<file path="src/rtl/fpu_pkg.sv">
// Shared constants, state encoding and result helpers for the FP multiply controller.
package fpu_pkg;

    localparam logic [9:0]  EXP_BIAS  = 10'd127;
    localparam logic [7:0]  EXP_MAX   = 8'hFF;
    localparam logic [31:0] CANON_NAN = 32'h7FC0_0000;

    localparam int FLAG_INVALID   = 2;
    localparam int FLAG_OVERFLOW  = 1;
    localparam int FLAG_UNDERFLOW = 0;

    typedef enum logic [1:0] {
        IDLE = 2'd0,
        EXEC = 2'd1,
        DONE = 2'd2
    } state_e;

    function automatic logic [31:0] inf_of(input logic sign);
        return {sign, EXP_MAX, 23'd0};
    endfunction

    function automatic logic [31:0] zero_of(input logic sign);
        return {sign, 31'd0};
    endfunction

endpackage

</file>
<file path="src/rtl/fpu_mul_ctrl_if.sv">
// Dispatch-side operand handshake and writeback-side result handshake.
interface fpu_mul_ctrl_if;
    logic        in_valid;
    logic        in_ready;
    logic [31:0] in_a;
    logic [31:0] in_b;
    logic [4:0]  in_rd;
    logic        out_valid;
    logic        out_ready;
    logic [31:0] out_result;
    logic [4:0]  out_rd;
    logic [2:0]  out_flags;

    modport slave (
        input  in_valid, in_a, in_b, in_rd, out_ready,
        output in_ready, out_valid, out_result, out_rd, out_flags
    );

    modport master (
        output in_valid, in_a, in_b, in_rd, out_ready,
        input  in_ready, out_valid, out_result, out_rd, out_flags
    );
endinterface

</file>
<file path="src/rtl/FloatingMultiply.sv">
// Combinational single-precision multiplier core (truncating, no special-case handling;
// callers screen NaN/Inf/zero and exponent range before trusting the result).
module FloatingMultiply (
    input  logic [31:0] A,
    input  logic [31:0] B,
    output logic [31:0] result
);
    logic [24:0] prod_hi_s;
    logic [7:0]  exp_s;
    logic [22:0] mant_s;

    assign prod_hi_s = 25'(({24'd0, 1'b1, A[22:0]} * {24'd0, 1'b1, B[22:0]}) >> 23);
    assign exp_s     = A[30:23] + B[30:23] - 8'd127 + {7'd0, prod_hi_s[24]};
    assign mant_s    = prod_hi_s[24] ? prod_hi_s[23:1] : prod_hi_s[22:0];
    assign result    = {A[31] ^ B[31], exp_s, mant_s};
endmodule

</file>
<file path="src/rtl/fpu_mul_classify.sv">
// IEEE-754 special-case screen and biased exponent sum for a multiply operand pair.
module fpu_mul_classify
    import fpu_pkg::*;
#(
    parameter logic [31:0] NAN_RESULT = 32'h7FC0_0000
) (
    input  logic [31:0]       a,
    input  logic [31:0]       b,
    output logic [1:0]        is_nan,
    output logic [1:0]        is_inf,
    output logic [1:0]        is_zero,
    output logic              special_hit,
    output logic [31:0]       special_result,
    output logic              invalid,
    output logic signed [9:0] esum
);
    logic sign_s;

    assign sign_s     = a[31] ^ b[31];
    assign is_nan[0]  = (a[30:23] == EXP_MAX) && (a[22:0] != 23'd0);
    assign is_nan[1]  = (b[30:23] == EXP_MAX) && (b[22:0] != 23'd0);
    assign is_inf[0]  = (a[30:23] == EXP_MAX) && (a[22:0] == 23'd0);
    assign is_inf[1]  = (b[30:23] == EXP_MAX) && (b[22:0] == 23'd0);
    // Exponent 0 covers denormals, which are flushed to zero.
    assign is_zero[0] = (a[30:23] == 8'd0);
    assign is_zero[1] = (b[30:23] == 8'd0);
    assign esum       = $signed({2'b00, a[30:23]} + {2'b00, b[30:23]} - EXP_BIAS);

    // Priority: NaN, then Inf x zero, then Inf, then zero.
    always_comb begin
        special_hit    = 1'b0;
        special_result = 32'd0;
        invalid        = 1'b0;
        if (|is_nan) begin
            special_hit    = 1'b1;
            special_result = NAN_RESULT;
            invalid        = 1'b1;
        end else if ((|is_inf) && (|is_zero)) begin
            special_hit    = 1'b1;
            special_result = NAN_RESULT;
            invalid        = 1'b1;
        end else if (|is_inf) begin
            special_hit    = 1'b1;
            special_result = inf_of(sign_s);
        end else if (|is_zero) begin
            special_hit    = 1'b1;
            special_result = zero_of(sign_s);
        end else begin
            special_hit    = 1'b0;
        end
    end
endmodule

</file>
<file path="src/rtl/fpu_mul_ctrl.sv">
// Issue/writeback controller around the multicycle FloatingMultiply path: screens special
// cases and exponent range, waits LATENCY cycles on the core, holds the result for writeback.
module fpu_mul_ctrl
    import fpu_pkg::*;
#(
    parameter int unsigned LATENCY   = 2,
    parameter logic [31:0] CANON_NAN = 32'h7FC0_0000
) (
    input  logic          clk,
    input  logic          rst_n,
    fpu_mul_ctrl_if.slave bus
);
    localparam logic [3:0]        CNT_LOAD = 4'(LATENCY - 1);
    localparam logic signed [9:0] ESUM_MAX = 10'sd254;
    localparam logic signed [9:0] ESUM_MIN = 10'sd1;

    state_e      state_q, state_d;
    logic [31:0] a_q, a_d, b_q, b_d, result_q, result_d;
    logic [4:0]  rd_q, rd_d;
    logic [3:0]  cnt_q, cnt_d;
    logic [2:0]  flags_q, flags_d;
    logic        in_ready_q, in_ready_d, out_valid_q, out_valid_d;

    logic [31:0]       cls_a_s, cls_b_s, cls_special_result_s, core_result_s;
    logic [1:0]        cls_is_nan_s, cls_is_inf_s, cls_is_zero_s;
    logic              cls_special_hit_s, cls_invalid_s, sign_s, unused_cls_s;
    logic signed [9:0] cls_esum_s;

    // Classify the incoming pair while idle, the latched pair otherwise.
    always_comb begin
        if (state_q == IDLE) begin
            cls_a_s = bus.in_a;
            cls_b_s = bus.in_b;
        end else begin
            cls_a_s = a_q;
            cls_b_s = b_q;
        end
    end

    assign sign_s       = cls_a_s[31] ^ cls_b_s[31];
    assign unused_cls_s = ^{cls_is_nan_s, cls_is_inf_s, cls_is_zero_s};

    fpu_mul_classify #(.NAN_RESULT(CANON_NAN)) u_classify (
        .a              (cls_a_s),
        .b              (cls_b_s),
        .is_nan         (cls_is_nan_s),
        .is_inf         (cls_is_inf_s),
        .is_zero        (cls_is_zero_s),
        .special_hit    (cls_special_hit_s),
        .special_result (cls_special_result_s),
        .invalid        (cls_invalid_s),
        .esum           (cls_esum_s)
    );

    FloatingMultiply u_core (
        .A      (a_q),
        .B      (b_q),
        .result (core_result_s)
    );

    // Next-state, operand latch, result patching and flag generation.
    always_comb begin
        state_d  = state_q;
        a_d      = a_q;
        b_d      = b_q;
        rd_d     = rd_q;
        cnt_d    = cnt_q;
        result_d = result_q;
        flags_d  = flags_q;
        case (state_q)
            IDLE: begin
                if (bus.in_valid) begin
                    a_d  = bus.in_a;
                    b_d  = bus.in_b;
                    rd_d = bus.in_rd;
                    if (cls_special_hit_s) begin
                        state_d                = DONE;
                        result_d               = cls_special_result_s;
                        flags_d                = 3'b000;
                        flags_d[FLAG_INVALID]  = cls_invalid_s;
                    end else if (cls_esum_s > ESUM_MAX) begin
                        state_d                = DONE;
                        result_d               = inf_of(sign_s);
                        flags_d                = 3'b000;
                        flags_d[FLAG_OVERFLOW] = 1'b1;
                    end else if (cls_esum_s < ESUM_MIN) begin
                        state_d                 = DONE;
                        result_d                = zero_of(sign_s);
                        flags_d                 = 3'b000;
                        flags_d[FLAG_UNDERFLOW] = 1'b1;
                    end else begin
                        state_d = EXEC;
                        cnt_d   = CNT_LOAD;
                    end
                end else begin
                    state_d = IDLE;
                end
            end
            EXEC: begin
                if (cnt_q == 4'd0) begin
                    state_d = DONE;
                    // An all-ones exponent here means esum==254 plus a normalize carry.
                    if (core_result_s[30:23] == EXP_MAX) begin
                        result_d               = inf_of(sign_s);
                        flags_d                = 3'b000;
                        flags_d[FLAG_OVERFLOW] = 1'b1;
                    end else begin
                        result_d = core_result_s;
                        flags_d  = 3'b000;
                    end
                end else begin
                    cnt_d = cnt_q - 4'd1;
                end
            end
            DONE: begin
                if (bus.out_ready) begin
                    state_d = IDLE;
                    flags_d = 3'b000;
                end else begin
                    state_d = DONE;
                end
            end
            default: begin
                state_d = IDLE;
                flags_d = 3'b000;
            end
        endcase
        in_ready_d  = (state_d == IDLE);
        out_valid_d = (state_d == DONE);
    end

    // State and datapath registers with synchronous active-low reset.
    always_ff @(posedge clk) begin
        if (!rst_n) begin
            state_q     <= IDLE;
            a_q         <= 32'd0;
            b_q         <= 32'd0;
            rd_q        <= 5'd0;
            cnt_q       <= 4'd0;
            result_q    <= 32'd0;
            flags_q     <= 3'b000;
            in_ready_q  <= 1'b1;
            out_valid_q <= 1'b0;
        end else begin
            state_q     <= state_d;
            a_q         <= a_d;
            b_q         <= b_d;
            rd_q        <= rd_d;
            cnt_q       <= cnt_d;
            result_q    <= result_d;
            flags_q     <= flags_d;
            in_ready_q  <= in_ready_d;
            out_valid_q <= out_valid_d;
        end
    end

    assign bus.in_ready   = in_ready_q;
    assign bus.out_valid  = out_valid_q;
    assign bus.out_result = result_q;
    assign bus.out_rd     = rd_q;
    assign bus.out_flags  = flags_q;
endmodule

</file>
<file path="src/flat_wrapper.sv">
// flat-port wrapper written by rule: the top's interface ports become plain ports
module fpu_mul_ctrl_flat import fpu_pkg::*;
#(
    parameter int unsigned LATENCY   = 2,
    parameter logic [31:0] CANON_NAN = 32'h7FC0_0000
)
  (clk, rst_n, bus_in_valid, bus_in_a, bus_in_b, bus_in_rd, bus_out_ready, bus_in_ready, bus_out_valid, bus_out_result, bus_out_rd, bus_out_flags);
  fpu_mul_ctrl_if bus_i ();
  input  logic clk;
  input  logic rst_n;
  input wire logic [$bits(bus_i.in_valid)-1:0] bus_in_valid;
  input wire logic [$bits(bus_i.in_a)-1:0] bus_in_a;
  input wire logic [$bits(bus_i.in_b)-1:0] bus_in_b;
  input wire logic [$bits(bus_i.in_rd)-1:0] bus_in_rd;
  input wire logic [$bits(bus_i.out_ready)-1:0] bus_out_ready;
  output wire logic [$bits(bus_i.in_ready)-1:0] bus_in_ready;
  output wire logic [$bits(bus_i.out_valid)-1:0] bus_out_valid;
  output wire logic [$bits(bus_i.out_result)-1:0] bus_out_result;
  output wire logic [$bits(bus_i.out_rd)-1:0] bus_out_rd;
  output wire logic [$bits(bus_i.out_flags)-1:0] bus_out_flags;
  assign bus_i.in_valid = bus_in_valid;
  assign bus_i.in_a = bus_in_a;
  assign bus_i.in_b = bus_in_b;
  assign bus_i.in_rd = bus_in_rd;
  assign bus_i.out_ready = bus_out_ready;
  assign bus_in_ready = bus_i.in_ready;
  assign bus_out_valid = bus_i.out_valid;
  assign bus_out_result = bus_i.out_result;
  assign bus_out_rd = bus_i.out_rd;
  assign bus_out_flags = bus_i.out_flags;
  fpu_mul_ctrl #(.LATENCY(LATENCY), .CANON_NAN(CANON_NAN)) u_core (.clk(clk), .rst_n(rst_n), .bus(bus_i));
endmodule
</file>
<file path="config.mk">
export PLATFORM = sky130hd
export DESIGN_NAME = fpu_mul_ctrl_flat
export DESIGN_NICKNAME = d
export VERILOG_FILES = /design/src/rtl/fpu_pkg.sv /design/src/rtl/fpu_mul_ctrl_if.sv /design/src/rtl/FloatingMultiply.sv /design/src/rtl/fpu_mul_classify.sv /design/src/rtl/fpu_mul_ctrl.sv /design/src/flat_wrapper.sv
export SDC_FILE = /design/constraint.sdc
export NUM_CORES = 2
export LEC_CHECK = 0
export ABC_AREA = 1
export CAP_MARGIN = 40
export CORE_MARGIN = 2
export CORE_UTILIZATION = 35
export CTS_BUF_LIST = sky130_fd_sc_hd__clkbuf_2
export CTS_CLUSTER_DIAMETER = 50
export DETAILED_ROUTE_END_ITERATION = 8
export SETUP_SLACK_MARGIN = 0.1
export SYNTH_ARGS = -nofsm -noshare
export SYNTH_HDL_FRONTEND = slang
export SYNTH_SLANG_ARGS = --single-unit
export TNS_END_PERCENT = 100
</file>
<file path="constraint.sdc">
create_clock -name clk -period 25.1 [get_ports clk]
set_input_delay 3.765 -clock clk [delete_from_list [all_inputs] [get_ports clk]]
set_output_delay 3.765 -clock clk [all_outputs]
set_load 0.05 [all_outputs]
</file>
==> summary.md <==
| Metric | Value |
|---|---|
| EDFF count, synth | 0 |
| Die Area | 77800 um^2 |
| Share of cells above drive strength 1 | 2.41% |
| Initial Utilization | a little over a third |
| Outcome | completed |
| Period minus WS final | between 9 and 10 ns |
| Slew at the pin closest to its max-slew limit | 0.695 ns |
| Post-synth cell types | 38 |
| Synth top area share | 36.6% |
| CP max FO | 22 |
| Part of the cycle the worst path needs | 36.1% |
| Die X | about 280 um |
| Crit. End Element | register |
| Total clock sinks | 112 |
| Min-delay src | u_core.b_q[29]$_SDFFE_PN0P_ |
| Total Wirelength | 72900 um |
| RR Startpoint | u_core.a_q[20]$_SDFFE_PN0P_ |
| Final Max Slew Viols | 0 |
| Fmax | between 100 and 150 MHz |
| WHS Path Cells | 2 |
| Post-synthesis cell area | 26400 um^2 |
| Latest clock arrival within the worst-skew pair | a little under 1 ns |
| Nets | between 4000 and 5000 |
| Std-Cell Core Area | 74600 um^2 |
| DP HPWL | 59600 um |
| WS Path Type | register to register |
| CP arrival | just under 10 ns |
| Total CTS buffers | 9 |
| # fillers | 7913 |
| Worst setup path start | u_core.a_q[20]$_SDFFE_PN0P_ |
| Worst setup margin | around 16 ns |
| Clk slew on worst S/H paths | 0.39 ns |
| Worst setup path endpoint | u_core.bus.out_result[22]$_SDFFE_PN0P_ |
| Largest net degree at the start of global routing | 61 |
| DR vias/cell | 4.67 |
| R2r setup slk | 16.04 ns |
| # Post-CTS Setup Buffers | 0 |
| Area contributors post-synth | fa_1 37%, nand2_1 16%, inv_1 15% |
| Post-synthesis net count | 4559 |
| Max-cap violations | 0 |
| DR WL/cell | 15.2 um |
| CTS resizes | 0 |
| Global-route wire length before repair | 121000 um |
| Post-Synthesis Cells | 3804 |
| Critical path startpoint category | register |
| Gpl congestion | 0.919 |
| Slowest cell on crit path | dfxtp_1 |
| Slew margin rel. | about 54% |
| # port buffers | between 100 and 150 |
| Setup TNS | 0 ns |
| First-pass iteration count of the detailed router | 7 |
| Row cnt | 100 |
| H-tree level count | 3 |
| Worst endpoint required time | around 26 ns |
| Area grow syn2layout | 9.07% |
| Setup Skew | 0.128 ns |
| Total GRT Usage | between 10% and 20% |
| Syn Area/Cell | 6.95 um^2 |
| Ys async rst share | 0% |
| Final setup violation count | 0 |
| RSZ-0062 raised after global routing | no |
| I/O Pins | 115 |
| Yosys reg bits | 112 |
| Hold Path Class | register to register |
| Root buffer cell | clkbuf_2 |
| Final hold vios | 0 |
| Total grt overflow | 0 |
| Yosys warns | 0 |
| Worst hold margin | 0.494 ns |
| Area leader, netlist | fa_1 |
| Number of global-route vias before repair | 22900 |
| Main synth FF type | dfxtp_1 |
| Die height | 279 um |
| DRT iter0 DRCs | 1505 |
| Reg-to-reg critical path endpoint | u_core.bus.out_result[22]$_SDFFE_PN0P_ |
| Sequential share of the synthesized area | 8.48% |
| Antenna-violating nets left | 0 |
| DRC violation count after routing | 0 |
| DR vias | 22400 |
| Critical path's largest stage delay | 0.78 ns |
| Worst-case clock buffer depth | 2 |
| CTS tree | yes |
| Setup slack at placement | 16.13 ns |
| Initial antenna violation count | 3 |
| Reg2Reg Depth | 44 |
| Post-CTS Hold Fix Bufs | 0 |
[synthesized netlist by cell type (2+ instances only)]
library cell  number
a21oi_1           91
nor3_1            23
and2_1             8
dfxtp_1          112
or2_2              6
o21a_1             3
buf_4              2
nand3b_1           8
xnor2_1           12
a211oi_1           4
nand3_1           81
nor2_1           278
a21o_1             2
o21ai_0           86
nand2_2            2
clkbuf_1         150
fa_1             483
ha_1             199
inv_2              5
nand4_1           26
o211ai_1           2
buf_1              4
buf_2             12
o21ai_1           11
o21bai_1          11
xor2_1             6
inv_1           1063
nand2_1         1104
[through the flow]
step / instances / util, % / area (um^2)
2_1_floorplan: 3804 / - / 26400
3_3_place_gp: 4766 / 38.2 / 28500
3_5_place_dp: 4774 / 38.5 / 28700
4_1_cts: 4790 / 38.7 / 28800
5_1_grt: 4793 / 38.7 / 28800
6_report: 4793 / 38.7 / 28800
[cell families (layout without fill, tap and decap cells)]
group	Yosys count	in the layout	synth area share [%]
simple gates	1543	1543	23.1
buf+inv	1237	1254	17.6
fa+ha+maj	682	682	46.0
compound gates	212	212	4.24
flops	112	112	8.48
xor+xnor	18	18	0.596
other cells	0	3	0
[how the worst min path moves through the flow]
stage,end
after detailed placement,u_core.b_q[29]$_SDFFE_PN0P_
after global placement,u_core.b_q[29]$_SDFFE_PN0P_
after CTS,u_core.b_q[29]$_SDFFE_PN0P_
after global routing,u_core.b_q[29]$_SDFFE_PN0P_
after floorplan,u_core.a_q[25]$_SDFFE_PN0P_
final,u_core.b_q[29]$_SDFFE_PN0P_
[cells in the final DEF, fill, tap and decap left out, types with 12 or more instances in the layout]
master              n
a21oi_1            91
buf_4              49
clkdlybuf4s50_1   113
dfxtp_1           112
fa_1              483
ha_1              199
inv_1            1063
nand2_1          1104
nand3_1            81
nand4_1            26
nor2_1            277
nor3_1             23
o21ai_0            86
xnor2_1            12
[critical path, delay by kind of cell (launching register included)]
kind | cells | cell delay, ns
xor gates and xnor gates | 1 | 0.20
and+or+nand+nor | 19 | 1.80
buffers and inverters | 12 | 1.48
adders and majority gates | 10 | 4.51
DFF | 1 | 0.78
AOI/OAI and AO/OA | 2 | 0.25
[registers in the layout, summed over array words and instances (netlist names)]
name	count
u_core.a_q	32
u_core.b_q	32
u_core.bus.in_ready	1
u_core.bus.out_flags	3
u_core.bus.out_rd	5
u_core.bus.out_result	32
u_core.bus.out_valid	1
u_core.cnt_q	4
u_core.state_q	2
[per-layer routing]
metal,up-vias,GRT usage [%],routed length [um]
li1,10800,-,-
met1,10900,26.7,33200
met2,576,33.0,34700
met3,83,2.30,3780
met4,2,4.22,1150
met5,-,0,11
[cell type report]
| cell class | instances | area [um^2] | area share, % |
|---|---|---|---|
| multi-input cells | 2455 | 19500 | 67.8 |
| inverters | 1069 | 4010 | 13.9 |
| flip-flops and latches | 112 | 2240 | 7.77 |
| repair buffers | 169 | 1670 | 5.80 |
| well taps | 969 | 1210 | 4.20 |
| clock inverters | 7 | 108 | 0.373 |
| clock buffers | 9 | 45.0 | 0.156 |
| diodes | 3 | 7.51 | 0.0260 |
Power is left out: the tool's default activity adds up to more than one toggle a clock period on the data nets, which glitch-free logic cannot reach.
